## config.mk

```make
export PLATFORM = sky130hd
export DESIGN_NAME = serial_signed_compare
export DESIGN_NICKNAME = d
export VERILOG_FILES = /design/src/rtl/serial_signed_compare_pkg.sv /design/src/rtl/serial_signed_compare_digit_compare.sv /design/src/rtl/serial_signed_compare.sv
export SDC_FILE = /design/constraint.sdc
export NUM_CORES = 1
export LEC_CHECK = 0
export ABC_AREA = 1
export CORE_UTILIZATION = 52
export CTS_CLUSTER_SIZE = 24
export DETAILED_ROUTE_END_ITERATION = 12
export PLACE_DENSITY = 0.79
export SETUP_SLACK_MARGIN = 0.5
export SLEW_MARGIN = 20
export SYNTH_ARGS = -nofsm -noshare
export SYNTH_HDL_FRONTEND = slang
export SYNTH_SLANG_ARGS = --single-unit
```

## constraint.sdc

```tcl
create_clock -name clk -period 3.2 [get_ports clk]
set_input_delay 0.8 -clock clk [delete_from_list [all_inputs] [get_ports clk]]
set_output_delay 0.8 -clock clk [all_outputs]
set_load 0.05 [all_outputs]
```

## src/rtl/serial_signed_compare_pkg.sv

```systemverilog
// Shared definitions for the serial signed comparator: FSM encoding and
// digit-counter sizing.
package serial_signed_compare_pkg;

   typedef enum logic [1:0] {
      IDLE = 2'b00,
      SCAN = 2'b01,
      DONE = 2'b10
   } state_t;

   // Counter must hold NDIG-1; a single-digit configuration still gets one bit.
   function automatic int cnt_width(input int ndig);
      return (ndig > 1) ? $clog2(ndig) : 1;
   endfunction

endpackage

```

## src/rtl/serial_signed_compare_digit_compare.sv

```systemverilog
// Combinational unsigned compare of one DIGIT-wide slice; the top slice has its
// MSB inverted so two's-complement order maps onto unsigned order.
module digit_compare #(
   parameter int DIGIT = 1
) (
   input  logic [DIGIT-1:0] a,
   input  logic [DIGIT-1:0] b,
   input  logic             is_top,
   output logic             d_lt,
   output logic             d_gt
);

   logic [DIGIT-1:0] flip;
   logic [DIGIT-1:0] a_c;
   logic [DIGIT-1:0] b_c;

   always_comb begin
      flip            = '0;
      flip[DIGIT-1]   = is_top;
      a_c             = a ^ flip;
      b_c             = b ^ flip;
      d_lt            = (a_c < b_c);
      d_gt            = (a_c > b_c);
   end

endmodule

```

## src/rtl/serial_signed_compare.sv

```systemverilog
// Multi-cycle MSB-first signed comparator with early termination at the first
// differing digit; valid/ready handshake on both input and output sides.
module serial_signed_compare
   import serial_signed_compare_pkg::*;
#(
   parameter int WIDTH = 16,
   parameter int DIGIT = 1
) (
   input  logic             clk,
   input  logic             rst,
   input  logic             in_valid,
   output logic             in_ready,
   input  logic [WIDTH-1:0] InA,
   input  logic [WIDTH-1:0] InB,
   output logic             out_valid,
   input  logic             out_ready,
   output logic             lt,
   output logic             gt,
   output logic             eq
);

   localparam int NDIG = WIDTH / DIGIT;
   localparam int CW   = cnt_width(NDIG);

   state_t           state;
   logic [WIDTH-1:0] a_reg;
   logic [WIDTH-1:0] b_reg;
   logic [CW-1:0]    cnt;
   logic [DIGIT-1:0] a_dig;
   logic [DIGIT-1:0] b_dig;
   logic             is_top;
   logic             d_lt;
   logic             d_gt;

   // Constant-index mux keeps every slice in range for all DIGIT choices.
   always_comb begin
      a_dig  = '0;
      b_dig  = '0;
      for (int unsigned i = 0; i < NDIG; i++) begin
         if (cnt == CW'(i)) begin
            a_dig = a_reg[i*DIGIT +: DIGIT];
            b_dig = b_reg[i*DIGIT +: DIGIT];
         end
      end
      is_top = (cnt == CW'(NDIG - 1));
   end

   digit_compare #(
      .DIGIT (DIGIT)
   ) u_digit_compare (
      .a      (a_dig),
      .b      (b_dig),
      .is_top (is_top),
      .d_lt   (d_lt),
      .d_gt   (d_gt)
   );

   always_ff @(posedge clk or posedge rst) begin
      if (rst) begin
         state     <= IDLE;
         in_ready  <= 1'b1;
         out_valid <= 1'b0;
         lt        <= 1'b0;
         gt        <= 1'b0;
         eq        <= 1'b0;
         cnt       <= '0;
         a_reg     <= '0;
         b_reg     <= '0;
      end else begin
         unique case (state)
            IDLE: begin
               if (in_valid) begin
                  a_reg    <= InA;
                  b_reg    <= InB;
                  cnt      <= CW'(NDIG - 1);
                  in_ready <= 1'b0;
                  state    <= SCAN;
               end
            end
            SCAN: begin
               if (d_lt || d_gt) begin
                  lt        <= d_lt;
                  gt        <= d_gt;
                  eq        <= 1'b0;
                  out_valid <= 1'b1;
                  state     <= DONE;
               end else if (cnt == '0) begin
                  lt        <= 1'b0;
                  gt        <= 1'b0;
                  eq        <= 1'b1;
                  out_valid <= 1'b1;
                  state     <= DONE;
               end else begin
                  cnt <= cnt - 1'b1;
               end
            end
            DONE: begin
               if (out_ready) begin
                  out_valid <= 1'b0;
                  lt        <= 1'b0;
                  gt        <= 1'b0;
                  eq        <= 1'b0;
                  in_ready  <= 1'b1;
                  state     <= IDLE;
               end
            end
            default: begin
               state     <= IDLE;
               in_ready  <= 1'b1;
               out_valid <= 1'b0;
            end
         endcase
      end
   end

endmodule

```

==> flow_metrics.py, run 1 <==
metrics = {
    "status": {
        "status": "complete, no violations",
    },
    "yosys": {
        "yosys.area.top_type": "dfrtp_1",
        "netlist_area_um2": 2271,
        "ys_seq_area_share_pct": 47.44,
        "ys_ff_latch": 43,
        "synth_xor_area_share_pct": 0,
        "yosys-top-cells-area": "dfrtp_1 (46%), nand2_1 (23%), inv_1 (6.8%)",
        "synth_simple_gate_area_share_pct": 34.10,
        "ys_types": 21,
        "avgSynthCellArea_um2": 7.075,
        "synthCells": 321,
        "yosys.area_share.adder_pct": 3.306,
        "syn_nets": 363,
        "yosysWarningCount": 0,
        "synth_top_family_by_area": "simple AND/OR/NAND/NOR gates",
        "synthMuxAreaShare_pct": 0,
        "synth_compound_area_share_pct": 6.667,
        "synth_top_cell_area_share_pct": 46.28,
    },
    "cells_and_area": {
        "final_common_cell": "nand2_1",
        "drive_gt1_share_pct": 12.63,
        "postLayoutCellArea_um2": 3007,
        "multi_input_area_um2": 1129,
        "final_nets": 413,
        "diodes": 0,
        "layout_common_cells": "nand2_1 (133), clkdlybuf4s50_1 (40), dfrtp_1 (39)",
        "seqCellArea_um2": 1081,
        "area_growth_syn_to_layout_pct": 32.40,
        "nFillCells": 326,
    },
    "setup_path": {
        "path_max_fanout": 4,
        "path_class": "reg -> reg",
        "ff2ff_setup_slack_ps": 460,
        "r2r-start": "cnt[0]$_DFFE_PP0P_",
        "worstSetupEndpointType": "flip-flop",
        "reg2reg_depth": 25,
        "critPathArrivalTime_ps": 2920,
        "r2r-end": "cnt[0]$_DFFE_PP0P_",
        "required_ps": 3370,
        "start_kind": "flip-flop",
    },
    "place": {
        "dpl-instance-area_um2": 2730,
        "gp_congestion": 0.8709,
        "dp_hpwl_um": 3325,
        "portBuffers": 40,
    },
    "sta": {
        "timing.slew.headroom_pct": 61.93,
        "finClkSkew_ps": 2.568,
        "max_freq_mhz": 364.5,
        "min_period_ps": 2743,
        "maxSlewViolCount": 0,
        "setup_viol": 0,
        "hold_viol_final": 0,
        "finalSetupTns_ps": 0,
        "tightestPinTransition_ps": 570.4,
        "rsz0062_at_grt": "true",
        "period_share_pct": 85.73,
    },
    "floorplanning": {
        "rows": 23,
        "core_area_um2": 4086,
        "ios": 41,
        "die_x_um": 68.09,
        "die_h_um": 68.09,
        "initial_core_util_pct": 55.57,
        "die-area_um2": 4636,
    },
    "global_routing": {
        "gr-total-overflow": 0,
        "track_usage_pct": 23.75,
        "grt_max_degree": 44,
        "grt_pass1_wl_um": 8038,
        "grt_pass1_vias": 1932,
        "antenna_found_initial": 0,
    },
    "clock_network": {
        "ctsHoldBuffers": 0,
        "cts.path.max_buffers": 2,
        "clkTransAtPathRegs_ps": 80,
        "cts_buffers": 5,
        "h-tree-depth": 2,
        "clock-sinks": 43,
        "clkLatencyLatePin_ps": 290,
        "root_buffer": "clkbuf_8",
        "cts_tree": "built",
    },
    "drt": {
        "post-route-drc-count": 0,
        "dr_total_vias": 2058,
        "viasPerCell": 4.877,
        "ant_nets": 0,
        "drt_pass1_iterations": 4,
        "wl_per_cell_um": 11.73,
        "first_iter_violations": 114,
        "finalWirelength_um": 4949,
    },
    "pwr": {
        "p_leak_nw": 1.496,
        "p_sw_w": 0.001228,
        "switching_share_pct": 44.06,
        "power_frac_clock_pct": 11.9,
        "p_int_w": 0.001559,
        "pwr_density_cell_nw_per_um2": 926.8,
        "vdd_drop_max_uv": 442.2,
        "combPwrFrac_pct": 53.2,
        "seq_power_share_pct": 34.9,
    },
    "worst_hold_path": {
        "min-delay-start": "b_reg[6]$_DFFE_PP0P_",
        "min_path_cells": 2,
        "min_path_type": "reg -> reg",
        "hold_end": "b_reg[6]$_DFFE_PP0P_",
    },
    "flow_run": {
        "maxCapViolations": 0,
    },
}
## synth_stat cells
library cell,n
nand2_1,137
dfrtp_1,42
inv_1,41
nor2_1,34
o21ai_0,19
nand3_1,15
a21oi_1,6
clkbuf_1,6
ha_1,6
nand2_2,2
nand3b_1,2
o21ai_1,2
a21oi_2,1
buf_2,1
buf_6,1
dfstp_2,1
nand4_1,1
nor2_4,1
nor4_1,1
o211ai_1,1
or2_2,1
## worst max-delay path by stage
stage | startpoint | endpoint | slack, ps | cells after the start
6_report | cnt[0]$_DFFE_PP0P_ | cnt[0]$_DFFE_PP0P_ | 460 | 25
5_1_grt | cnt[0]$_DFFE_PP0P_ | cnt[3]$_DFFE_PP0P_ | 200 | 25
4_1_cts | cnt[2]$_DFFE_PP0P_ | cnt[3]$_DFFE_PP0P_ | 490 | 25
3_5_place_dp | cnt[0]$_DFFE_PP0P_ | cnt[3]$_DFFE_PP0P_ | 60 | 25
3_3_place_gp | cnt[0]$_DFFE_PP0P_ | lt$_DFFE_PP0P_ | 180 | 25
2_1_floorplan | cnt[0]$_DFFE_PP0P_ | cnt[3]$_DFFE_PP0P_ | 500 | 26
## critical path, cell delays in order (launching register included)
cell     delay (ps)
dfrtp_2         480
inv_4           120
ha_4            160
nand3_2          80
o21ai_1         130
inv_1            50
nand3_1          70
nand2_1          50
nand2_1          60
nand2_1          50
nand2_1          50
nand2_1          50
nand2_1          60
nand2_1          50
nand2_1          50
nand2_1          50
nand2_1          80
nand2_2          70
a21oi_2         180
ha_4            230
nand2_4          70
nor2_4           50
nor2_1           80
inv_1            90
o21ai_0         120
o21ai_1         100
## area by class of cell
class	count	area share (%)
timing repair buffer	51	16.48
tap	50	2.081
sequential	43	35.96
multi-input combinational	229	37.54
inverter	41	5.285
clock buffer	8	2.663
## power by group through the flow
stage,clock network [W],registers [W],logic [W]
after floorplan,0,0.000975,0.000754
after global placement,0,0.000952,0.00104
after detailed placement,0,0.000958,0.00107
after CTS,0.000336,0.000960,0.00123
after global routing,0.000365,0.00100,0.00165
final,0.000331,0.000972,0.00148
## per-layer routing
metal,routed length (um),global-route usage [%],vias up
li1,-,-,1079
met1,2238,27.41,917
met2,2376,40.44,47
met3,198,5.833,15
met4,136,12.24,0
met5,0,0,-
## cells by family after synthesis
group,after synthesis
AOI/OAI and AO/OA,29
adders and majority gates,6
buffers and inverters,49
DFF,43
and+or+nand+nor,194
## per-stage QoR
step	total power (W)	utilization, %	worst slack (ps)	hold slack [ps]	instances
final	0.002787	73.58	456.7	483.9	422
after floorplan	0.001729	-	504.5	440.1	321
after global routing	0.003011	73.58	201.8	510.0	422
after detailed placement	0.002029	66.81	58.84	466.1	406
after CTS	0.002527	71.31	488.4	483.1	418
after global placement	0.001994	66.81	177.3	459.4	406
## timing repair
action | CTS | global route
buffers inserted | 4 | 4
pin swaps | 1 | 6
setup endpoints to repair | 9 | 10
resized for setup | 21 | 23
gates cloned | 0 | 0
Note: power is estimated with default switching activity, not from simulation.
==> inputs of run 2 (changes only) <==
CAP_MARGIN = 20   (was default)
==> results of run 2 <==
No change in the layout: final DEF, timing and power equal those of run 1.
==> inputs of run 3 (changes only) <==
PLACE_DENSITY = default   (was 0.79)
PLACE_DENSITY_LB_ADDON = 0.15   (was default)
==> flow_metrics.py, run 3 (synthesis gave the netlist of run 1 again) <==
metrics = {
    "clock_network": {
        "cts_tree": "built",
        "h-tree-depth": 2,
        "cts_buffers": 5,
        "clock-sinks": 43,
        "clkTransAtPathRegs_ps": 80,
        "clkLatencyLatePin_ps": 310,
        "cts.path.max_buffers": 2,
        "ctsHoldBuffers": 0,
        "root_buffer": "clkbuf_8",
    },
    "cells_and_area": {
        "final_common_cell": "nand2_1",
        "instances_no_fill": 427,
        "nFillCells": 299,
        "layout_common_cells": "nand2_1 (133), clkdlybuf4s50_1 (40), dfrtp_1 (39)",
        "diodes": 0,
        "multi_input_area_um2": 1137,
        "seqCellArea_um2": 1081,
        "final_nets": 418,
        "area_growth_syn_to_layout_pct": 37.41,
        "drive_gt1_share_pct": 16.71,
    },
    "floorplanning": {
        "die_h_um": 68.09,
        "die_x_um": 68.09,
        "die-area_um2": 4636,
        "initial_core_util_pct": 55.57,
        "rows": 23,
        "ios": 41,
        "core_area_um2": 4086,
    },
    "setup_path": {
        "path_max_fanout": 4,
        "slowest_stage": "dfrtp_1",
        "path_delay_family": "simple AND/OR/NAND/NOR gates",
        "path_class": "reg -> reg",
        "ff2ff_setup_slack_ps": 380,
        "start_kind": "flip-flop",
        "path_buf_inv": 5,
        "worstSetupEndpointType": "flip-flop",
        "critPathArrivalTime_ps": 3010,
        "cpPeakStageDelay_ps": 380,
        "cp_common_cell": "nand2_1",
        "cp_cell_sequence": "buf_6 -> ha_2 -> inv_1 -> nor2_2 -> inv_1 -> or2_2 -> nand2_1 -> nand2_1 -> nand2_1 -> nand2_1 -> nand2_1 -> nand2_1 -> nand2_1 -> nand2_2 -> a21oi_2 -> ha_1 -> nand2_2 -> nor2_4 -> buf_6 -> nor2_4 -> inv_2 -> o21ai_2 -> o21ai_1",
        "required_ps": 3390,
    },
    "drt": {
        "dr_total_vias": 2194,
        "drt_pass1_iterations": 4,
        "finalWirelength_um": 5680,
        "viasPerCell": 5.138,
        "ant_nets": 0,
        "first_iter_violations": 184,
        "post-route-drc-count": 0,
        "wl_per_cell_um": 13.30,
    },
    "flow_run": {
        "maxCapViolations": 0,
    },
    "sta": {
        "period_share_pct": 88.20,
        "min_period_ps": 2822,
        "rsz0062_at_grt": "true",
        "maxSlewViolCount": 0,
        "hold_viol_final": 0,
        "max_freq_mhz": 354.3,
        "finClkSkew_ps": 5.782,
        "hold_slack_ps": 477.2,
        "tightestPinTransition_ps": 581.6,
        "finalSetupTns_ps": 0,
        "setup_viol": 0,
        "timing.slew.headroom_pct": 61.19,
    },
    "global_routing": {
        "grt_pass1_vias": 1987,
        "track_usage_pct": 25.59,
        "gr-total-overflow": 0,
        "antenna_found_initial": 0,
        "grt_pass1_wl_um": 8625,
        "grt_max_degree": 44,
    },
    "place": {
        "portBuffers": 40,
        "gp_congestion": 0.8744,
        "dp_cells": 406,
        "dp_hpwl_um": 3459,
    },
    "pwr": {
        "vdd_drop_max_uv": 465.7,
        "p_leak_nw": 1.550,
        "pwr_density_cell_nw_per_um2": 990.7,
    },
    "worst_hold_path": {
        "min_path_type": "reg -> reg",
    },
    "status": {
        "status": "complete, no violations",
    },
}
## run 3: cell types whose count changed in the layout (fill, tap and decap cells not counted), moves of 2 or more
| cell | previous run | this run |
|---|---|---|
| o21ai_1 | 10 | 7 |
| o21ai_2 | 0 | 4 |
| nor2_1 | 31 | 29 |
| bufinv_16 | 0 | 2 |
| a21oi_4 | 2 | 0 |
| clkbuf_1 | 3 | 0 |
| buf_4 | 10 | 12 |
| buf_6 | 0 | 3 |
| a21oi_2 | 1 | 4 |
## run 3: repair_timing
action | 4_1_cts | 5_1_grt
resized for setup | 29 | 26
pin swaps | 8 | 10
gates cloned | 0 | 0
setup endpoints to repair | 9 | 10
setup buffers | 6 | 7
## run 3: final timing paths
check                                      startpoint                     to  cells after the start
worst max-delay path               cnt[1]$_DFFE_PP0P_     cnt[0]$_DFFE_PP0P_                     23
worst min-delay path            out_valid$_DFFE_PP0P_  out_valid$_DFFE_PP0P_                      2
worst max register to register     cnt[1]$_DFFE_PP0P_     cnt[0]$_DFFE_PP0P_                     23
worst min register to register  out_valid$_DFFE_PP0P_  out_valid$_DFFE_PP0P_                      2
max in group asynchronous                         rst     cnt[2]$_DFFE_PP0P_                      3
min in group asynchronous                         rst   b_reg[1]$_DFFE_PP0P_                      3
## run 3: report_power, final
part | leakage, nW | switching, W | total [W] | internal [W]
clock | 0.0644 | 0.000196 | 0.000507 | 0.000311
sequential | 0.523 | 0.000171 | 0.000968 | 0.000797
combinational | 0.963 | 0.000969 | 0.00162 | 0.000647
## run 3: through the flow
| step | utilization, % | cell area, um2 | power (W) | worst slack, ps |
|---|---|---|---|---|
| 3_5_place_dp | 66.81 | 2730 | 0.002039 | 77.96 |
| 5_1_grt | 76.36 | 3120 | 0.003290 | 165.7 |
| 6_report | 76.36 | 3120 | 0.003091 | 377.6 |
| 3_3_place_gp | 66.81 | 2730 | 0.002003 | 214.7 |
| 2_1_floorplan | - | 2271 | 0.001729 | 504.5 |
| 4_1_cts | 73.48 | 3003 | 0.002765 | 393.7 |
## run 3: worst register-to-register path: stages, from the launching register on
cell	delay, ps
dfrtp_1	380
buf_6	130
ha_2	200
inv_1	80
nor2_2	120
inv_1	70
or2_2	260
nand2_1	60
nand2_1	50
nand2_1	50
nand2_1	50
nand2_1	50
nand2_1	50
nand2_1	70
nand2_2	60
a21oi_2	140
ha_1	270
nand2_2	120
nor2_4	60
buf_6	130
nor2_4	70
inv_2	70
o21ai_2	70
o21ai_1	90
## run 3: layout make-up
class / instances / share of cell area, %
clock buffers: 5 / 2.205
clock inverters: 3 / 2.165
inverters: 41 / 5.092
multi-input cells: 229 / 36.45
flip-flops and latches: 43 / 34.64
well taps: 50 / 2.005
repair buffers: 56 / 17.44
## run 3: layer usage
layer	vias to the layer above	wire length, um	global-route usage, %
met2	81	2875	43.01
li1	1080	-	-
met1	999	2290	30.05
met3	34	266	5.833
met5	-	0	0
met4	0	248	13.80
